===== src/rtl/axis_kernel_env_port.sv =====
// AXI-Stream test environment port: sources a counting frame into a kernel, sinks its output, watchdogs progress.
// Optional data checker is built only when AXIS_ENV_CHECK_EN is defined.
module axis_kernel_env_port #(
  parameter int                DATA_W  = 32,
  parameter logic [DATA_W-1:0] SEED    = '0,
  parameter int                TIMEOUT = 1024
) (
  input  logic              kernel_monitor_clock,
  input  logic              kernel_monitor_reset,
  input  logic              start,
  input  logic [15:0]       frame_len,
  input  logic [7:0]        src_stall_mask,
  input  logic [7:0]        snk_stall_mask,
  output logic [DATA_W-1:0] in_tdata,
  output logic              in_tvalid,
  output logic              in_tlast,
  input  logic              in_tready,
  input  logic [DATA_W-1:0] out_tdata,
  input  logic              out_tvalid,
  input  logic              out_tlast,
  output logic              out_tready,
  output logic              busy,
  output logic              done,
  output logic [15:0]       rx_count,
  output logic [15:0]       err_count,
  output logic              block
);

  typedef enum logic [1:0] {IDLE, RUN, DRAIN} state_e;

  localparam logic [15:0] WD_LIMIT = 16'(TIMEOUT - 1);

  state_e      state_q, state_d;
  logic [15:0] len_q, len_d;
  logic [15:0] tx_idx_q, tx_idx_d;
  logic [15:0] rx_q, rx_d;
  logic [15:0] wd_q, wd_d;
  logic [2:0]  phase_q, phase_d;
  logic        pend_q, pend_d;
  logic        block_q, block_d;
  logic        done_q, done_d;

  logic accept, src_xfer, snk_xfer;

  assign busy       = (state_q != IDLE);
  assign accept     = (state_q == IDLE) && start && (frame_len != 16'd0);
  // A pending beat keeps in_tvalid up regardless of the stall mask.
  assign in_tvalid  = (state_q == RUN) && (tx_idx_q < len_q) &&
                      (pend_q || !src_stall_mask[phase_q]);
  assign in_tdata   = in_tvalid ? SEED + DATA_W'(tx_idx_q) : '0;
  assign in_tlast   = in_tvalid && (tx_idx_q == len_q - 16'd1);
  assign out_tready = busy && !snk_stall_mask[phase_q];
  assign src_xfer   = in_tvalid && in_tready;
  assign snk_xfer   = out_tvalid && out_tready;
  assign done       = done_q;
  assign rx_count   = rx_q;
  assign block      = block_q;

  always_comb begin
    // NOTE: every next-state signal gets its hold value first so no path infers a latch.
    state_d  = state_q;
    len_d    = len_q;
    tx_idx_d = tx_idx_q;
    rx_d     = rx_q;
    wd_d     = wd_q;
    phase_d  = phase_q;
    pend_d   = pend_q;
    block_d  = block_q;
    done_d   = 1'b0;

    unique case (state_q)
      IDLE: begin
        if (accept) begin
          state_d  = RUN;
          len_d    = frame_len;
          tx_idx_d = '0;
          rx_d     = '0;
          wd_d     = '0;
          phase_d  = '0;
          pend_d   = 1'b0;
          block_d  = 1'b0;
        end
      end
      RUN, DRAIN: begin
        phase_d = phase_q + 3'd1;
        pend_d  = in_tvalid && !in_tready;
        if (src_xfer) tx_idx_d = tx_idx_q + 16'd1;
        if (snk_xfer && rx_q != 16'hFFFF) rx_d = rx_q + 16'd1;

        if (src_xfer || snk_xfer) begin
          wd_d = '0;
        end else if (wd_q != 16'hFFFF) begin
          wd_d = wd_q + 16'd1;
          if (wd_q == WD_LIMIT) block_d = 1'b1;
        end

        // Sink tlast ends the frame from either state, even alongside the last source beat.
        if (snk_xfer && out_tlast) begin
          state_d = IDLE;
          done_d  = 1'b1;
        end else if (state_q == RUN && src_xfer && in_tlast) begin
          state_d = DRAIN;
        end
      end
      default: state_d = IDLE;
    endcase
  end

  always_ff @(posedge kernel_monitor_clock or posedge kernel_monitor_reset) begin
    if (kernel_monitor_reset) begin
      state_q  <= IDLE;
      len_q    <= '0;
      tx_idx_q <= '0;
      rx_q     <= '0;
      wd_q     <= '0;
      phase_q  <= '0;
      pend_q   <= 1'b0;
      block_q  <= 1'b0;
      done_q   <= 1'b0;
    end else begin
      // NOTE: non-blocking assignments keep every register update order-independent within the edge.
      state_q  <= state_d;
      len_q    <= len_d;
      tx_idx_q <= tx_idx_d;
      rx_q     <= rx_d;
      wd_q     <= wd_d;
      phase_q  <= phase_d;
      pend_q   <= pend_d;
      block_q  <= block_d;
      done_q   <= done_d;
    end
  end

`ifdef AXIS_ENV_CHECK_EN
  logic [15:0]       err_q, err_d;
  logic [DATA_W-1:0] exp_data;

  // Expected value uses the count before this beat is added.
  assign exp_data = SEED + DATA_W'(rx_q);

  always_comb begin
    err_d = err_q;
    if (accept) begin
      err_d = '0;
    end else if (snk_xfer && (out_tdata != exp_data) && (err_q != 16'hFFFF)) begin
      err_d = err_q + 16'd1;
    end
  end

  always_ff @(posedge kernel_monitor_clock or posedge kernel_monitor_reset) begin
    if (kernel_monitor_reset) err_q <= '0;
    else                      err_q <= err_d;
  end

  assign err_count = err_q;
`else
  logic unused_sink_data;
  assign unused_sink_data = ^out_tdata;
  assign err_count        = '0;
`endif

endmodule


===== config.mk =====
export PLATFORM = sky130hd
export DESIGN_NAME = axis_kernel_env_port
export DESIGN_NICKNAME = d
export VERILOG_FILES = /design/src/rtl/axis_kernel_env_port.sv
export SDC_FILE = /design/constraint.sdc
export NUM_CORES = 1
export LEC_CHECK = 0
export CORE_MARGIN = 2
export CORE_UTILIZATION = 49
export CTS_CLUSTER_SIZE = 28
export DETAILED_ROUTE_END_ITERATION = 7
export PLACE_DENSITY = 0.93
export SLEW_MARGIN = 15
export SYNTH_ARGS = -nofsm -noshare
export SYNTH_HDL_FRONTEND = slang
export SYNTH_SLANG_ARGS = --single-unit
export TNS_END_PERCENT = 20

===== constraint.sdc =====
create_clock -name kernel_monitor_clock -period 3.25 [get_ports kernel_monitor_clock]
set_input_delay 0.65 -clock kernel_monitor_clock [delete_from_list [all_inputs] [get_ports kernel_monitor_clock]]
set_output_delay 0.65 -clock kernel_monitor_clock [all_outputs]
set_load 0.03 [all_outputs]

==> summary.txt, run 1 <==
Timing
  – # setup viols final: 18
  – Final hold vios: 0
  – FMAX: roughly 0.29 GHz
  – Max-slew headroom: 0.592
  – RSZ-0062 raised after global routing: yes
  – Final period utilization: 1.06
  – Setup ws final: -0.186 ns
  – Slew @ Worst Pin: 0.605 ns
  – Final Skew: ~0.018 ns
  – Min cycle time layout: 3.44 ns
  – Pins over their slew limit: 0

Global route
  – Overflow after GRT: 0
  – First-pass GRT wire length: between 20 and 25 mm
  – Initial antenna violation count: 0
  – Gr usage total: 0.278
  – Number of global-route vias before repair: roughly 5,000
  – Largest net degree at the start of global routing: 73

Final layout
  – # fillers: slightly above 700
  – Post-route design area: 0.00679 mm²
  – Share of layout cells above drive strength 1: 0.231
  – # diodes: 0
  – Finished Core Util: 0.670
  – Nets: roughly 810
  – Synth-to-layout area growth: 34.6%

Floorplanning
  – Row count: 37
  – Placeable Area: 0.0101 mm²
  – # IOs: 140
  – Die W: about 110 µm
  – Die area: around 0.011 mm²
  – Die height: about 110 µm
  – Initial core utilization: 0.498

Power
  – P per Cell Area: 849 mW/mm²
  – Power, Total: just under 6 mW
  – Max VDD drop: roughly 590 µV
  – P_leak: around 3.0 nW

Synthesis
  – Flops & latches, synth: 72
  – Post-synth top area share: 0.357
  – Seq/Total Area, Yosys: 0.357
  – Largest area contributor in the netlist: dfrtp_1
  – Number of synthesized flops with an enable pin: 0
  – Yosys cell types: 60
  – Yosys warning total: 0
  – Prevailing post-synth register cell: dfrtp_1
  – Largest cells by area after synthesis: dfrtp_1 36%, ha_1 6.2%, buf_4 4.8%
  – Mean Syn Cell Area: between 8 and 9 µm²
  – Post-Syn Instances: a little under 600
  – Asr flop ratio synth: 1.00
  – Mapped Area: 0.00505 mm²

Place
  – Routability-driven placement congestion ratio: 0.919
  – DP Area: 0.00615 mm²
  – Post-DP HPWL: approximately 11 mm
  – Port Buf Inserts: 75

Worst setup path
  – Required @ worst endpoint: 2.60 ns
  – Setup crit end kind: primary output
  – Max incr delay on CP: 0.50 ns
  – Crit path cell chain: inv_2, ha_2, or4b_4, nor3_4, o22ai_2, nor4_4, buf_4, o211ai_1, nor4bb_4, buf_6
  – Cell with the largest stage delay on the worst path: or4b_4
  – Family with the most delay on the worst path: simple AND/OR/NAND/NOR gates
  – Buf/Inv on CP: 3
  – Critical path peak fanout: 2
  – CP Launch Type: register
  – Crit Path Class: register to primary output
  – CP arrival: 2.79 ns

Drt
  – Post-route ant nets: 0
  – Wire per inst: approximately 18 µm
  – WL final: around 15 mm
  – Drt drc: 0
  – Met2 WL post-DR: 7.94 mm
  – Max Used Layer: met4
  – DRT Pass-1 Iters: 5
  – Via density: a little under 6
  – DR vias: 5,089
  – Metal-1 WL: 5.81 mm
  – Starting DRT DRC Count: 314
  – Met3 routed WL: 1.14 mm

Flow run
  – Max-cap viol count: 0

Hold path
  – Hold Crit Class: register to register

Clock tree
  – Clk Latency, worst-skew pair: roughly 0.37 ns
  – CTS Buf Count: 9
  – Clk slew on worst S/H paths: about 0.08 ns
  – Num Clock Sinks: between 70 and 80
  – Clock buffer depth: 2
  – Htree depth: 3
  – Root Buffer: clkbuf_8
  – CTS tree: done
  – Hold buffers post-CTS: 0

Status
  – Failing checks: setup timing
  – Status: finished with violations
## what timing repair did
action | CTS | global route
buffers inserted | 13 | 6
gates resized for setup | 58 | 34
setup endpoints to repair | 18 | 31
pin swaps | 12 | 20
## power breakdown
group,internal [mW],switching [mW],total [mW]
Clock,0.307,0.383,0.690
Combinational,1.69,1.99,3.68
Sequential,1.11,0.286,1.40
## cells in the final DEF, fill, tap and decap left out, types with 22 or more instances in the layout
cell	instances
xor2_1	27
nand3_1	36
o21ai_0	32
nor2_1	44
nand2_1	43
buf_6	23
buf_4	59
dfrtp_1	70
conb_1	32
inv_1	22
clkdlybuf4s50_1	48
a21oi_1	23
## cell type report
type                            count  area [µm²]  area share
Tap cell                          136         170      0.0251
Clock buffer                       10         138      0.0203
Timing Repair Buffer              142        1340       0.197
Inverter                           30         113      0.0166
Clock inverter                      6        51.3     0.00755
Multi-Input combinational cell    459        3180       0.468
Sequential cell                    72        1800       0.266
## worst reg2reg max path, delay by kind of cell, from the launching register on
kind | cells | cell delay (ns)
buffers and inverters | 2 | 0.30
DFF | 1 | 0.40
AOI/OAI and AO/OA | 4 | 0.85
adders and majority gates | 1 | 0.21
and+or+nand+nor | 3 | 1.25
## kinds of logic (layout without fill, tap and decap cells)
family,after synthesis,after routing,share of synthesized area
AOI/OAI and AO/OA,101,101,0.126
xor gates and xnor gates,47,47,0.0816
adders and majority gates,25,25,0.0620
buffers and inverters,83,188,0.0890
DFF,72,72,0.357
muxes,8,8,0.0263
other,1,32,0.000743
and+or+nand+nor,246,246,0.257
## sequential cells by signal (all words and copies together) (netlist names)
| register | flops |
|---|---|
| len_q | 16 |
| rx_count | 16 |
| tx_idx_q | 16 |
| wd_q | 16 |
| phase_q | 3 |
| state_q | 2 |
| block | 1 |
| done | 1 |
| pend_q | 1 |
## cell usage after synthesis (3+ instances only)
library cell,n
nor2_1,45
inv_1,30
o211ai_1,4
mux4_2,4
nand2_1,45
nor4_1,9
buf_4,32
and4_1,7
nand3_1,36
or3_1,14
xnor2_1,20
and3_1,14
ha_1,25
o31ai_1,5
and2_1,19
clkbuf_1,17
xor2_1,27
a22o_1,3
nand4_1,20
a21o_1,3
a21oi_1,24
dfrtp_1,72
nor3_1,16
a31oi_1,5
or4_1,7
o21ai_0,33
## worst paths after layout
| path | from | slack [ns] | end | cells past startpoint |
|---|---|---|---|---|
| min in group asynchronous | kernel_monitor_reset | 0.67 | wd_q[10]$_DFFE_PP0P_ | 3 |
| hold / removal | pend_q$_DFFE_PP0P_ | 0.54 | pend_q$_DFFE_PP0P_ | 1 |
| hold reg to reg | pend_q$_DFFE_PP0P_ | 0.54 | pend_q$_DFFE_PP0P_ | 1 |
| setup reg to reg | len_q[13]$_DFFE_PP0P_ | 0.15 | wd_q[9]$_DFFE_PP0P_ | 10 |
| setup / recovery | len_q[1]$_DFFE_PP0P_ | -0.19 | in_tlast | 10 |
| max in group asynchronous | kernel_monitor_reset | 2.23 | len_q[5]$_DFFE_PP0P_ | 3 |
## per-stage QoR
stage	hold slack, ns	worst slack (ns)	instances	setup TNS (ns)
floorplan	0.489	0.0227	614	0
global placement	0.502	-0.121	821	-0.969
detailed placement	0.518	-0.263	821	-4.42
CTS	0.538	-0.172	849	-0.353
global route	0.560	-0.301	855	-1.98
finish	0.543	-0.186	855	-1.24
## per-layer routing
layer / track usage / up-vias
met4: 0.109 / 0
li1: - / 2284
met1: 0.329 / 2475
met3: 0.0439 / 67
met2: 0.500 / 263
met5: 0 / -
Power figures use the tool's default switching activity.
==> inputs of run 2 (changes only) <==
Settings changed: CORE_UTILIZATION 49 to 44, PLACE_DENSITY 0.93 to 0.89.
Clock period 3.25 ns to 2.8 ns, I/O delays scaled along.
==> summary.txt, run 2 (synthesis results as in run 1) <==
Status
  – Status: finished with violations (unchanged)
  – Failing checks: setup timing (unchanged)

Worst setup path
  – Most used cell, CP: buf_4
  – CP endpoint: in_tlast (unchanged)
  – CP Launch Type: register (unchanged)
  – R2R Setup Slk: -0.12 ns (was 0.15 ns)
  – Max incr delay on CP: 0.43 ns (was 0.50 ns)
  – FF-to-FF path depth: 12 (was 10)
  – Critical R2R Launch: tx_idx_q[15]$_DFFE_PP0P_ (was len_q[13]$_DFFE_PP0P_)
  – Required @ worst endpoint: 2.24 ns (was 2.60 ns)
  – Setup crit end kind: primary output (unchanged)
  – Crit path cell chain: buf_4, nor4b_4, nand4_1, xnor2_1, o31ai_1, o211ai_1, nor4bb_4, buf_4 (was inv_2, ha_2, or4b_4, nor3_4, o22ai_2, nor4_4, buf_4, o211ai_1, nor4bb_4, buf_6)
  – RR Endpoint: wd_q[13]$_DFFE_PP0P_ (was wd_q[9]$_DFFE_PP0P_)
  – Setup crit start: len_q[2]$_DFFE_PP0P_ (was len_q[1]$_DFFE_PP0P_)
  – Cell with the largest stage delay on the worst path: dfrtp_1 (was or4b_4)
  – Crit Path Class: register to primary output (unchanged)
  – CP arrival: 2.77 ns (was 2.79 ns)
  – Critical path peak fanout: 5 (was 2)

Place
  – Post-DP HPWL: 10.5 mm (was 10.6 mm)
  – Placed Cells: 875 (was 821)
  – Routability-driven placement congestion ratio: 0.934 (was 0.919)
  – Port Buf Inserts: 75 (unchanged)

Global route
  – First-pass GRT wire length: 25.1 mm (was 24.5 mm)
  – Overflow after GRT: 0 (unchanged)
  – Largest net degree at the start of global routing: 49 (was 73)
  – Gr usage total: 0.250 (was 0.278)
  – Number of global-route vias before repair: 5,128 (was 4,963)
  – Initial antenna violation count: 0 (unchanged)

Timing
  – Pins over their slew limit: 0 (unchanged)
  – FMAX: approximately 0.30 GHz
  – Final period utilization: 1.19
  – Min cycle time layout: around 3.3 ns
  – Final Skew: 0.0104 ns (was 0.0181 ns)
  – Max-slew headroom: 0.585 (was 0.592)
  – Setup ws final: -0.530 ns (was -0.186 ns)
  – Final hold vios: 0 (unchanged)
  – Sum Neg Setup Slack: -7.98 ns (was -1.24 ns)
  – # setup viols final: 26 (was 18)
  – Slew @ Worst Pin: 0.617 ns (was 0.605 ns)
  – RSZ-0062 raised after global routing: yes (unchanged)

Final layout
  – Most common cell after layout, fill and taps aside: buf_4 (was dfrtp_1)
  – Fin cells: 903 (was 855)
  – Synth-to-layout area growth: 44.0% (was 34.6%)
  – Finished Core Util: 0.642 (was 0.670)
  – Commonest non-fill, non-tap cells in the layout: 101 x buf_4, 71 x dfrtp_1, 48 x clkdlybuf4s50_1 (was 70 x dfrtp_1, 59 x buf_4, 48 x clkdlybuf4s50_1)
  – Share of layout cells above drive strength 1: 0.279 (was 0.231)
  – # fillers: 914 (was 724)
  – Nets: 851 (was 809)
  – # diodes: 0 (unchanged)

Drt
  – DR vias: 5,116 (was 5,089)
  – WL final: 15.6 mm (was 15.5 mm)
  – Via density: 5.67 (was 5.95)
  – Drt drc: 0 (unchanged)
  – DRT Pass-1 Iters: 4 (was 5)
  – Post-route ant nets: 0 (unchanged)
  – Starting DRT DRC Count: 342 (was 314)
  – Wire per inst: 17.2 µm (was 18.1 µm)

Clock tree
  – Clk Latency, worst-skew pair: 0.35 ns (was 0.37 ns)
  – Hold buffers post-CTS: 0 (unchanged)
  – Num Clock Sinks: 72 (unchanged)
  – Clock buffer depth: 2 (unchanged)
  – Htree depth: 3 (unchanged)
  – CTS tree: done (unchanged)
  – CTS Buf Count: 9 (unchanged)
  – Root Buffer: clkbuf_16 (was clkbuf_8)
  – Clk slew on worst S/H paths: 0.06 ns (was 0.08 ns)

Hold path
  – Hold Crit Class: register to register (unchanged)
  – Hold path cells: 1 (unchanged)

Floorplanning
  – # IOs: 140 (unchanged)
  – Row count: 39 (was 37)
  – Die height: 111 µm (was 105 µm)
  – Die W: 111 µm (was 105 µm)
  – Die area: 0.0123 mm² (was 0.0111 mm²)
  – Placeable Area: 0.0113 mm² (was 0.0101 mm²)
  – Initial core utilization: 0.446 (was 0.498)

Power
  – Sequential power share: 0.216 (was 0.243)
  – Power, Total: 7.31 mW (was 5.77 mW)
  – P_leak: 3.27 nW (was 3.00 nW)
  – P per Cell Area: 1010 mW/mm² (was 849 mW/mm²)
  – Net Switching: 3.11 mW (was 2.66 mW)
  – Power share of the combinational group: 0.610 (was 0.637)
  – Internal power: 4.20 mW (was 3.11 mW)
  – Sw Share: 0.425 (was 0.461)
  – Clock share of power: 0.174 (was 0.120)
  – Max VDD drop: 690 µV (was 586 µV)

Flow run
  – Max-cap viol count: 0 (unchanged)
run 2: through the flow:
step	instance area, µm²	hold WS [ns]	setup slack [ns]
2_1_floorplan	5250	0.489	-0.00117
3_3_place_gp	6550	0.509	-0.469
3_5_place_dp	6550	0.512	-0.532
4_1_cts	7160	0.530	-0.527
5_1_grt	7270	0.553	-0.640
6_report	7270	0.529	-0.530
run 2: what timing repair did:
item	in CTS	in global routing
endpoints found under the setup margin	38	39
cloned	1	0
pin swaps	27	14
resized for setup	71	19
setup buffers	9	5
run 2: how the worst min path moves through the flow:
stage / from / to
2_1_floorplan: pend_q$_DFFE_PP0P_ / pend_q$_DFFE_PP0P_
3_3_place_gp: wd_q[1]$_DFFE_PP0P_ / wd_q[1]$_DFFE_PP0P_
3_5_place_dp: pend_q$_DFFE_PP0P_ / pend_q$_DFFE_PP0P_
4_1_cts: pend_q$_DFFE_PP0P_ / pend_q$_DFFE_PP0P_
5_1_grt: pend_q$_DFFE_PP0P_ / pend_q$_DFFE_PP0P_
6_report: pend_q$_DFFE_PP0P_ / pend_q$_DFFE_PP0P_
run 2: per-layer routing:
metal / GRT usage / routed length, µm
met1: 0.320 / 6200
met2: 0.423 / 7590
met3: 0.0508 / 1330
met4: 0.0856 / 428
met5: 0 / 0
run 2: cell type report:
class | instances | area (µm²) | area share
clock buffers | 10 | 239 | 0.0329
inverters | 30 | 113 | 0.0155
repair buffers | 184 | 1620 | 0.223
flip-flops and latches | 72 | 1800 | 0.248
clock inverters | 5 | 81.3 | 0.0112
well taps | 143 | 179 | 0.0246
multi-input cells | 459 | 3230 | 0.445
run 2: worst max-delay path, delay by kind of cell, from the launching register on:
kind | cells | cell delay, ns
compound gates | 2 | 0.53
xor+xnor | 1 | 0.17
buf+inv | 2 | 0.38
flops | 1 | 0.43
simple gates | 3 | 0.92
run 2: power groups by stage:
| stage | clock (mW) | combinational, mW | sequential [mW] |
|---|---|---|---|
| 2_1_floorplan | 0 | 2.15 | 1.65 |
| 3_3_place_gp | 0 | 3.57 | 1.56 |
| 3_5_place_dp | 0 | 3.68 | 1.57 |
| 4_1_cts | 1.26 | 4.23 | 1.56 |
| 5_1_grt | 1.32 | 4.80 | 1.61 |
| 6_report | 1.27 | 4.46 | 1.58 |
